==> src/rtl/uart_fifo_top.sv <==
// UART with 16x oversampled receiver, configurable frame format, TX/RX FIFOs
// and a runtime loopback path that feeds the internal TX line into the receiver.
module uart_fifo_top #(
  parameter int CLK_FRE    = 50000000,
  parameter int BAUD_RATE  = 115200,
  parameter int DATA_BITS  = 8,
  parameter int PARITY     = 0,
  parameter int STOP_BITS  = 1,
  parameter int FIFO_DEPTH = 16
) (
  input  logic                 clk_i,
  input  logic                 rst_ni,
  input  logic [DATA_BITS-1:0] tx_data_i,
  input  logic                 tx_wr_i,
  output logic                 tx_full_o,
  output logic                 tx_busy_o,
  input  logic                 rx_i,
  output logic                 tx_o,
  input  logic                 loopback_i,
  output logic [DATA_BITS-1:0] rx_data_o,
  output logic                 rx_perr_o,
  output logic                 rx_ferr_o,
  input  logic                 rx_rd_i,
  output logic                 rx_empty_o,
  output logic                 rx_overrun_o
);
  localparam int DIV = CLK_FRE / (BAUD_RATE * 16);
  localparam int CW  = (DIV > 1) ? $clog2(DIV) : 1;
  localparam int AW  = $clog2(FIFO_DEPTH);
  localparam int RW  = DATA_BITS + 2;
  localparam int BW  = $clog2(DATA_BITS);
  localparam logic ODD = (PARITY == 1);

  localparam logic [2:0] ST_IDLE   = 3'd0;
  localparam logic [2:0] ST_START  = 3'd1;
  localparam logic [2:0] ST_DATA   = 3'd2;
  localparam logic [2:0] ST_PARITY = 3'd3;
  localparam logic [2:0] ST_STOP   = 3'd4;

  logic [CW-1:0] divCnt_q;
  logic          tick;

  assign tick = (divCnt_q == CW'(DIV - 1));

  always_ff @(posedge clk_i or negedge rst_ni) begin
    if (!rst_ni)   divCnt_q <= '0;
    else if (tick) divCnt_q <= '0;
    else           divCnt_q <= divCnt_q + CW'(1);
  end

  // TX FIFO: a write while full is dropped even if the FSM pops in the same cycle
  logic [DATA_BITS-1:0] txMem_q [FIFO_DEPTH];
  logic [AW-1:0]        txWrPtr_q, txRdPtr_q;
  logic [AW:0]          txCount_q;
  logic                 txPush, txPop, txEmpty, txFull;
  logic [DATA_BITS-1:0] txHead;

  assign txFull  = (txCount_q == (AW+1)'(FIFO_DEPTH));
  assign txEmpty = (txCount_q == '0);
  assign txPush  = tx_wr_i && !txFull;
  assign txHead  = txMem_q[txRdPtr_q];

  always_ff @(posedge clk_i) begin
    if (txPush) txMem_q[txWrPtr_q] <= tx_data_i;
  end

  always_ff @(posedge clk_i or negedge rst_ni) begin
    if (!rst_ni) begin
      txWrPtr_q <= '0;
      txRdPtr_q <= '0;
      txCount_q <= '0;
    end else begin
      if (txPush) txWrPtr_q <= txWrPtr_q + AW'(1);
      if (txPop)  txRdPtr_q <= txRdPtr_q + AW'(1);
      case ({txPush, txPop})
        2'b10:   txCount_q <= txCount_q + (AW+1)'(1);
        2'b01:   txCount_q <= txCount_q - (AW+1)'(1);
        default: txCount_q <= txCount_q;
      endcase
    end
  end

  logic [2:0]           txState_q, txState_d;
  logic [3:0]           txTick_q, txTick_d;
  logic [BW-1:0]        txBit_q, txBit_d;
  logic                 txStop_q, txStop_d;
  logic [DATA_BITS-1:0] txShift_q, txShift_d;
  logic                 txPar_q, txPar_d;
  logic                 txLine_q, txLine_d;
  logic                 txLoad;

  // txLoad covers both the first frame from idle and the no-gap reload after STOP
  always_comb begin
    txState_d = txState_q;
    txTick_d  = txTick_q;
    txBit_d   = txBit_q;
    txStop_d  = txStop_q;
    txShift_d = txShift_q;
    txPar_d   = txPar_q;
    txLine_d  = txLine_q;
    txPop     = 1'b0;
    txLoad    = 1'b0;
    case (txState_q)
      ST_IDLE: begin
        txLine_d = 1'b1;
        txLoad   = tick && !txEmpty;
      end
      ST_START, ST_DATA, ST_PARITY, ST_STOP: begin
        if (tick) begin
          txTick_d = txTick_q + 4'd1;
          if (txTick_q == 4'd15) begin
            case (txState_q)
              ST_START: begin
                txState_d = ST_DATA;
                txBit_d   = '0;
                txLine_d  = txShift_q[0];
              end
              ST_DATA: begin
                if (txBit_q == BW'(DATA_BITS - 1)) begin
                  if (PARITY != 0) begin
                    txState_d = ST_PARITY;
                    txLine_d  = txPar_q;
                  end else begin
                    txState_d = ST_STOP;
                    txStop_d  = 1'b0;
                    txLine_d  = 1'b1;
                  end
                end else begin
                  txBit_d   = txBit_q + BW'(1);
                  txShift_d = txShift_q >> 1;
                  txLine_d  = txShift_q[1];
                end
              end
              ST_PARITY: begin
                txState_d = ST_STOP;
                txStop_d  = 1'b0;
                txLine_d  = 1'b1;
              end
              default: begin
                if (txStop_q == 1'(STOP_BITS - 1)) begin
                  if (!txEmpty) begin
                    txLoad = 1'b1;
                  end else begin
                    txState_d = ST_IDLE;
                    txLine_d  = 1'b1;
                  end
                end else begin
                  txStop_d = 1'b1;
                end
              end
            endcase
          end
        end
      end
      default: txState_d = ST_IDLE;
    endcase
    if (txLoad) begin
      txPop     = 1'b1;
      txShift_d = txHead;
      txPar_d   = (^txHead) ^ ODD;
      txState_d = ST_START;
      txTick_d  = 4'd0;
      txLine_d  = 1'b0;
    end
  end

  always_ff @(posedge clk_i or negedge rst_ni) begin
    if (!rst_ni) begin
      txState_q <= ST_IDLE;
      txTick_q  <= '0;
      txBit_q   <= '0;
      txStop_q  <= 1'b0;
      txShift_q <= '0;
      txPar_q   <= 1'b0;
      txLine_q  <= 1'b1;
    end else begin
      txState_q <= txState_d;
      txTick_q  <= txTick_d;
      txBit_q   <= txBit_d;
      txStop_q  <= txStop_d;
      txShift_q <= txShift_d;
      txPar_q   <= txPar_d;
      txLine_q  <= txLine_d;
    end
  end

  assign tx_o      = loopback_i ? 1'b1 : txLine_q;
  assign tx_busy_o = (txState_q != ST_IDLE) || !txEmpty;
  assign tx_full_o = txFull;

  logic rxLine, sync1_q, sync2_q;
  assign rxLine = loopback_i ? txLine_q : rx_i;

  always_ff @(posedge clk_i or negedge rst_ni) begin
    if (!rst_ni) begin
      sync1_q <= 1'b1;
      sync2_q <= 1'b1;
    end else begin
      sync1_q <= rxLine;
      sync2_q <= sync1_q;
    end
  end

  logic [2:0]           rxState_q, rxState_d;
  logic [3:0]           rxTick_q, rxTick_d;
  logic [BW-1:0]        rxBit_q, rxBit_d;
  logic [DATA_BITS-1:0] rxShift_q, rxShift_d;
  logic                 rxPerr_q, rxPerr_d;
  logic                 rxPush;

  // After the start-bit midpoint the 4-bit tick counter wraps every 16 ticks,
  // so every later sample lands on rxTick_q == 15.
  always_comb begin
    rxState_d = rxState_q;
    rxTick_d  = rxTick_q;
    rxBit_d   = rxBit_q;
    rxShift_d = rxShift_q;
    rxPerr_d  = rxPerr_q;
    rxPush    = 1'b0;
    case (rxState_q)
      ST_IDLE: begin
        if (tick && !sync2_q) begin
          rxState_d = ST_START;
          rxTick_d  = 4'd0;
        end
      end
      ST_START: begin
        if (tick) begin
          rxTick_d = rxTick_q + 4'd1;
          if (rxTick_q == 4'd7) begin
            if (sync2_q) begin
              rxState_d = ST_IDLE;
            end else begin
              rxState_d = ST_DATA;
              rxTick_d  = 4'd0;
              rxBit_d   = '0;
              rxPerr_d  = 1'b0;
            end
          end
        end
      end
      ST_DATA: begin
        if (tick) begin
          rxTick_d = rxTick_q + 4'd1;
          if (rxTick_q == 4'd15) begin
            rxShift_d = {sync2_q, rxShift_q[DATA_BITS-1:1]};
            if (rxBit_q == BW'(DATA_BITS - 1)) rxState_d = (PARITY != 0) ? ST_PARITY : ST_STOP;
            else                               rxBit_d   = rxBit_q + BW'(1);
          end
        end
      end
      ST_PARITY: begin
        if (tick) begin
          rxTick_d = rxTick_q + 4'd1;
          if (rxTick_q == 4'd15) begin
            rxPerr_d  = ((^rxShift_q) ^ sync2_q) != ODD;
            rxState_d = ST_STOP;
          end
        end
      end
      ST_STOP: begin
        if (tick) begin
          rxTick_d = rxTick_q + 4'd1;
          if (rxTick_q == 4'd15) begin
            rxPush    = 1'b1;
            rxState_d = ST_IDLE;
          end
        end
      end
      default: rxState_d = ST_IDLE;
    endcase
  end

  always_ff @(posedge clk_i or negedge rst_ni) begin
    if (!rst_ni) begin
      rxState_q <= ST_IDLE;
      rxTick_q  <= '0;
      rxBit_q   <= '0;
      rxShift_q <= '0;
      rxPerr_q  <= 1'b0;
    end else begin
      rxState_q <= rxState_d;
      rxTick_q  <= rxTick_d;
      rxBit_q   <= rxBit_d;
      rxShift_q <= rxShift_d;
      rxPerr_q  <= rxPerr_d;
    end
  end

  // RX FIFO: a push into a full FIFO still lands if the head is popped that cycle
  logic [RW-1:0] rxMem_q [FIFO_DEPTH];
  logic [AW-1:0] rxWrPtr_q, rxRdPtr_q;
  logic [AW:0]   rxCount_q;
  logic          rxPop, rxWrite, rxDrop, rxEmpty, rxFull, rxOverrun_q;
  logic [RW-1:0] rxHead;

  assign rxFull  = (rxCount_q == (AW+1)'(FIFO_DEPTH));
  assign rxEmpty = (rxCount_q == '0);
  assign rxPop   = rx_rd_i && !rxEmpty;
  assign rxWrite = rxPush && (!rxFull || rxPop);
  assign rxDrop  = rxPush && rxFull && !rxPop;
  assign rxHead  = rxMem_q[rxRdPtr_q];

  always_ff @(posedge clk_i) begin
    if (rxWrite) rxMem_q[rxWrPtr_q] <= {!sync2_q, rxPerr_q, rxShift_q};
  end

  always_ff @(posedge clk_i or negedge rst_ni) begin
    if (!rst_ni) begin
      rxWrPtr_q   <= '0;
      rxRdPtr_q   <= '0;
      rxCount_q   <= '0;
      rxOverrun_q <= 1'b0;
    end else begin
      if (rxWrite) rxWrPtr_q <= rxWrPtr_q + AW'(1);
      if (rxPop)   rxRdPtr_q <= rxRdPtr_q + AW'(1);
      case ({rxWrite, rxPop})
        2'b10:   rxCount_q <= rxCount_q + (AW+1)'(1);
        2'b01:   rxCount_q <= rxCount_q - (AW+1)'(1);
        default: rxCount_q <= rxCount_q;
      endcase
      if (rxDrop)     rxOverrun_q <= 1'b1;
      else if (rxPop) rxOverrun_q <= 1'b0;
    end
  end

  assign rx_data_o    = rxEmpty ? '0 : rxHead[DATA_BITS-1:0];
  assign rx_perr_o    = !rxEmpty && rxHead[DATA_BITS];
  assign rx_ferr_o    = !rxEmpty && rxHead[DATA_BITS+1];
  assign rx_empty_o   = rxEmpty;
  assign rx_overrun_o = rxOverrun_q;

endmodule

==> config.mk <==
export PLATFORM = sky130hd
export DESIGN_NAME = uart_fifo_top
export DESIGN_NICKNAME = d
export VERILOG_FILES = /design/src/rtl/uart_fifo_top.sv
export SDC_FILE = /design/constraint.sdc
export NUM_CORES = 1
export LEC_CHECK = 0
export ABC_CLOCK_PERIOD_IN_PS = 2700
export BUFFER_PORTS_ARGS = -buffer_cell sky130_fd_sc_hd__buf_2
export CAP_MARGIN = 15
export CELL_PAD_IN_SITES_DETAIL_PLACEMENT = 2
export CELL_PAD_IN_SITES_GLOBAL_PLACEMENT = 2
export CORE_MARGIN = 2
export CORE_UTILIZATION = 43
export DETAILED_ROUTE_END_ITERATION = 10
export GPL_TIMING_DRIVEN = 0
export PLACE_DENSITY_LB_ADDON = 0.1
export SYNTH_ARGS = -nofsm -noshare
export SYNTH_HDL_FRONTEND = slang
export SYNTH_SLANG_ARGS = --single-unit
export TNS_END_PERCENT = 10
==> constraint.sdc <==
create_clock -name clk_i -period 2.7 [get_ports clk_i]
set_input_delay 0.54 -clock clk_i [delete_from_list [all_inputs] [get_ports clk_i]]
set_output_delay 0.54 -clock clk_i [all_outputs]
set_load 0.01 [all_outputs]
==> impl_metrics.toml, run 1 <==
[placed_design]
dp_cells = 1335
dp_slack_ns = -1.14
hpwlAfterDp_microns = 25400
dpl_cell_area_sq_um = 15700
port_buffers = 28
place.gp.congestion = 0.731

[clock_tree]
cts_buffer_depth = 3
insertion_delay_ns = 0.53
clkTransAtPathRegs_ns = 0.06
cts_buffers = 40
cts_root_buffer = "clkbuf_16"
cts_tree = "yes"
clkSinkCount = 360
htreeDepth = 2

[sta]
fin_ws_ns = -0.440
worstMarginPinSlew_ns = 0.999
rsz0062_at_grt = "yes"
slew_violations = 0
finClkSkew_ns = 0.0109
fin_crit_sh_pct = 116
fin_crit_ns = 3.14
maxSlewHeadroom_pct = 33.2
finalHoldViolations = 0
fmax_mhz = 318
setup_violations = 13

[floorplan]
die_h_microns = 190
num_rows = 68
die_w_microns = 190
start_util_pct = 43.3
ios = 29
die-area_sq_um = 36000
fp.coreArea_sq_um = 34300

[global_routing]
grt_max_degree = 67
antenna_found_initial = 1
grt_use_total_pct = 21.9
grt_pass1_vias = 9083
grt_pass1_wl_microns = 58400
grt_overflow_total = 0

[worst_setup_path]
path_max_fanout = 6
worstSetupStartpoint = "rxRdPtr_q[0]"
crit_end = "rx_data_o[1]"
r2r_end = "txCount_q[4]"
worstPathRequired_ns = 2.16
cp-start-kind = "flop"
crit_arrival_ns = 2.60
criticalPathCategory = "reg2out"
r2r_cells = 13
reg2reg_setup_slack_ns = -0.13
reg2reg_from = "txCount_q[2]"
end_kind = "primary output"

[finish]
area_growth_pct = 20.5
antenna_cells = 0
stdcell_count = 1440
utilization_pct = 52.1
design_area_sq_um = 17900
drive_above_1_share_pct = 33.2
nets = 994

[logic_synthesis]
ys_top_cells_by_count = "edfxtp_1 (288), mux4_2 (82), dfrtp_1 (69)"
seq_area_frac_synth_pct = 70.4
synth_area_per_cell_sq_um = 17.7
syn_inst = 839
yosysMostFrequentCell = "edfxtp_1"
async_flop_share_pct = 20.0
syn_area_sq_um = 14800
synth_edf_count = 288
ys_top_cells_by_area = "edfxtp_1 (58%), mux4_2 (12%), dfrtp_1 (12%)"
synth-seq-cells = 360
synth.distinct_cells = 56
synth_ff_type = "edfxtp_1"
yosysWarnings = 0
synth.top_cell.area_share_pct = 58.3
synth_nets = 879
yosys.area.top_type = "edfxtp_1"

[detailed_routing]
routedWlPerCell_microns = 27.0
routed_wl_microns = 39000
firstDrtPassIters = 5
antenna_left = 0
drtIter0Drc = 603
vias_per_cell = 5.67
vias = 8167
drc_errors = 0

[power]
vdd_ir_drop_max_v = 0.000539
power_density_nw_per_um2 = 837
p_leak_nw = 6.60

[min_path]
hp-class = "in2reg"

[status]
violations = "negative setup slack"
status = "finished with violations"

[job]
max_cap_violations = 0
-- per-layer routing --
metal	global-route usage, %	vias to the layer above	share of wire [%]
li1	-	3518	-
met1	29.3	4388	42
met2	37.7	190	51
met3	3.54	69	4.3
met4	5.58	2	2.6
met5	0	-	0.031
-- cell families after synthesis --
group	count (synthesis)	share of synthesized area (%)
flip-flops	360	70.4
AND/OR/NAND/NOR	171	5.77
multiplexers	104	14.0
AO/OA/AOI/OAI	79	3.48
buffers and inverters	62	1.88
XOR/XNOR	37	2.18
adder cells (fa/ha/maj)	26	2.24
-- registers in the layout (all words and copies together) (netlist names), 4 cells and up --
name,cells
txMem_q,128
rxTick_q,4
txWrPtr_q,4
divCnt_q,5
rxMem_q,160
rxCount_q,5
rxRdPtr_q,4
rxShift_q,8
txShift_q,8
rxWrPtr_q,4
txRdPtr_q,4
txTick_q,4
txCount_q,5
-- worst min path at each step --
stage | start | end | slack, ns | depth (start not counted)
detailed placement | sync1_q | sync2_q | 0.35 | 0
CTS | rx_rd_i | rx_overrun_o | 0.23 | 2
floorplan | rst_ni | divCnt_q[0] | 0.24 | 0
global route | rx_rd_i | rx_overrun_o | 0.24 | 2
finish | rx_rd_i | rx_overrun_o | 0.24 | 2
global placement | sync1_q | sync2_q | 0.35 | 0
-- critical path: stages, from the launching register on --
cell and delay [ns]:
dfrtp_2 0.42, buf_12 0.17, clkbuf_16 0.17, mux4_2 0.54
mux4_2 0.51, nor2b_4 0.14, buf_6 0.12
-- cells in the final DEF, fill, tap and decap left out, drive strengths merged, types with 11 or more instances in the layout --
cell,count
edfxtp,288
mux4,82
dfrtp,69
nor2b,17
a21oi,11
xnor2,24
clkbuf,82
clkinv,12
nor2,45
nor3,16
ha,25
nand2,48
xor2,13
o21ai,28
a22oi,15
buf,93
inv,17
mux2,12
-- final cells by class --
cell class,instances,area [sq um]
Inverter,17,75.1
Buffer,37,269
Fill cell,3023,16400
Multi-Input combinational cell,417,4510
Tap cell,455,569
Timing Repair Buffer,81,746
Clock buffer,59,1130
Sequential cell,360,10500
Clock inverter,14,110
-- what timing repair did --
item / 4_1_cts / 5_1_grt
setup endpoints to repair: 193 / 202
cloned: 0 / 5
resized for setup: 70 / 66
hold buffers: 1 / 0
buffers inserted: 14 / 20
pin swaps: 7 / 22
endpoints found under the hold margin: 6 / 0
-- per-stage QoR --
step                hold WS [ns]  power [W]  TNS (ns)
detailed placement         0.351    0.00916    -59.30
global placement           0.350    0.00893    -69.51
floorplan                  0.244    0.00834  -0.00167
finish                     0.235     0.0150     -4.30
CTS                        0.227     0.0146     -5.07
global route               0.244     0.0156     -5.93
-- where the power goes --
part	internal [W]	switching, W	total, W
registers	0.00640	0.000308	0.00671
clock network	0.00303	0.00218	0.00521
logic	0.00150	0.00156	0.00306
total	0.0109	0.00405	0.0150
(Power assumes the default switching activity.)
==> inputs of run 2 (changes only) <==
- ABC_AREA: default -> 1
- CORE_UTILIZATION: 43 -> 38
- RECOVER_POWER: default -> 100
==> run 2 against run 1 <==
Effect of this change:
- the flow still finishes with violations (negative setup slack)
- final cell count up 51%
- setup slack better by 0.25 ns
- via count up 39%
- combinational power grew 130%
- critical endpoint is now rx_perr_o
==> impl_metrics.toml, run 2 <==
[floorplan]
start_util_pct = 38.5
die_h_microns = 208
fp.coreArea_sq_um = 40900
die-area_sq_um = 43100
die_w_microns = 208
ios = 29
num_rows = 74

[worst_setup_path]
path_delay_family = "buffers and inverters"
reg2reg_from = "divCnt_q[0]"
end_kind = "primary output"
worst-path-stages = 12
cp-start-kind = "flop"
path_max_fanout = 6
max_stage_delay_ns = 0.43
crit_arrival_ns = 2.35
path_cells = "buf_6 > clkinv_8 > buf_12 > buf_12 > buf_16 > nand2_2 > nand3_2 > nand3_4 > nand2_4 > nand2_2 > a21oi_2 > buf_2"
criticalPathCategory = "reg2out"
critPathBufInv = 6
crit_slowest_cell = "dfrtp_1"
r2r_cells = 11
worstSetupStartpoint = "rxRdPtr_q[0]"
worstPathRequired_ns = 2.16

[global_routing]
grt_use_total_pct = 23.5
antenna_found_initial = 0
grt_pass1_wl_microns = 76400
grt_overflow_total = 0
grt_pass1_vias = 12700
grt_max_degree = 56

[job]
max_cap_violations = 0

[finish]
final_cell_mix = "nand2_1 (397), edfxtp_1 (288), nand3_1 (128)"
reg.largest.list = "rxMem_q x160, txMem_q x128"
fillCellCount = 4177
regMostFlops = "rxMem_q"
largest_reg_flops = 160
antenna_cells = 0
area_growth_pct = 24.5
nets = 1653
drive_above_1_share_pct = 23.3
final_common_cell = "nand2_1"

[logic_synthesis]
synth.top_cell.area_share_pct = 54.9
synth_nets = 1541
synth-seq-cells = 360
syn_area_sq_um = 15800
yosysMostFrequentCell = "nand2_1"
ys_top_cells_by_count = "nand2_1 (449), edfxtp_1 (288), nand3_1 (179)"
seq_area_frac_synth_pct = 66.3
syn_inst = 1501
synth.distinct_cells = 40
ys_top_cells_by_area = "edfxtp_1 (55%), dfrtp_1 (11%), nand2_1 (11%)"
synth_area_per_cell_sq_um = 10.5
yosys.area.top_type = "edfxtp_1"
async_flop_share_pct = 20.0
yosysWarnings = 0
synth_edf_count = 288
synth_ff_type = "edfxtp_1"

[detailed_routing]
vias_per_cell = 5.23
vias = 11400
drc_errors = 0
drt-met1-wl_microns = 19900
topRoutingLayerUsed = "met4"
drtIter0Drc = 493
antenna_left = 0
routedWlPerCell_microns = 23.3
firstDrtPassIters = 5
wl_met3_microns = 1410
met2_wirelength_microns = 27400
routed_wl_microns = 50700

[status]
status = "finished with violations"
violations = "negative setup slack"

[placed_design]
hpwlAfterDp_microns = 31800
port_buffers = 28
dp_slack_ns = -0.246
place.gp.congestion = 0.790

[sta]
maxSlewHeadroom_pct = 21.5
fin_ws_ns = -0.186
finClkSkew_ns = 0.0199
setup_violations = 20
rsz0062_at_grt = "yes"
worstMarginPinSlew_ns = 1.18
fmax_mhz = 347
slew_violations = 0
finalSetupTns_ns = -1.53
fin_crit_ns = 2.89
fin_crit_sh_pct = 107
finalHoldViolations = 0

[power]
p_leak_nw = 7.95
total_power_w = 0.0195
vdd_ir_drop_max_v = 0.000652
power_density_nw_per_um2 = 992

[clock_tree]
cts_root_buffer = "clkbuf_16"
insertion_delay_ns = 0.57
clkSinkCount = 360
clkTransAtPathRegs_ns = 0.05
htreeDepth = 2
cts_tree = "yes"
cts_buffer_depth = 3
cts_buffers = 43

[min_path]
hold_depth = 2
hold_start = "rx_i"
hp-class = "in2reg"
run 2: metrics by stage:
stage                     cell area, sq um  hold WS [ns]  std cells  util, %
after floorplan                      15800         0.244       1501        -
after global placement               16600         0.357       2061     40.5
after detailed placement             16600         0.357       2062     40.6
after CTS                            19300         0.195       2174     47.2
after global routing                 19600         0.223       2178     47.9
final                                19600         0.232       2178     47.9
run 2: area by class of cell:
cell class | count | area [sq um] | area share, %
clock buffer | 61 | 1210 | 6.15
inverter | 90 | 364 | 1.86
sequential | 360 | 10500 | 53.3
clock inverter | 17 | 180 | 0.918
tap | 532 | 666 | 3.39
buffer | 59 | 469 | 2.39
timing repair buffer | 70 | 758 | 3.87
multi-input combinational | 989 | 5520 | 28.1
run 2: per-layer routing:
layer	vias to the layer above	track usage, %
met2	180	44.4
met5	-	0
met1	5802	26.9
met4	0	8.39
li1	5295	-
met3	111	3.22
run 2: cells by family after synthesis:
group	count (synthesis)	share of synthesized area, %
and+or+nand+nor	798	21.2
DFF	360	66.3
buffers and inverters	152	4.06
AOI/OAI and AO/OA	133	4.46
xor gates and xnor gates	31	1.72
adders and majority gates	26	2.11
muxes	1	0.0714
run 2: timing repair:
| item | CTS | global route |
|---|---|---|
| pin swaps | 55 | 52 |
| gates cloned | 11 | 0 |
| buffers inserted | 23 | 9 |
| endpoints found under the hold margin | 17 | 0 |
| setup endpoints to repair | 176 | 123 |
| hold buffers | 1 | 0 |
| gates resized for setup | 220 | 105 |
run 2: worst register-to-register path: cells and delay by family, from the launching register on:
family / cells / cell delay (ns)
DFF: 1 / 0.38
and+or+nand+nor: 7 / 1.50
adders and majority gates: 1 / 0.15
buffers and inverters: 3 / 0.33
run 2: worst paths after layout:
kind / slack (ns) / endpoint
min in group asynchronous: 0.74 / rxRdPtr_q[3]
max in group asynchronous: 0.42 / txWrPtr_q[1]
worst max register to register: -0.01 / rxMem_q[9][3]
worst min-delay path: 0.23 / sync1_q
worst min register to register: 0.37 / sync2_q
worst max-delay path: -0.19 / rx_perr_o
run 2: report_power, final:
group | internal, W | switching (W)
Combinational | 0.00268 | 0.00421
Clock | 0.00348 | 0.00232
Sequential | 0.00644 | 0.000317
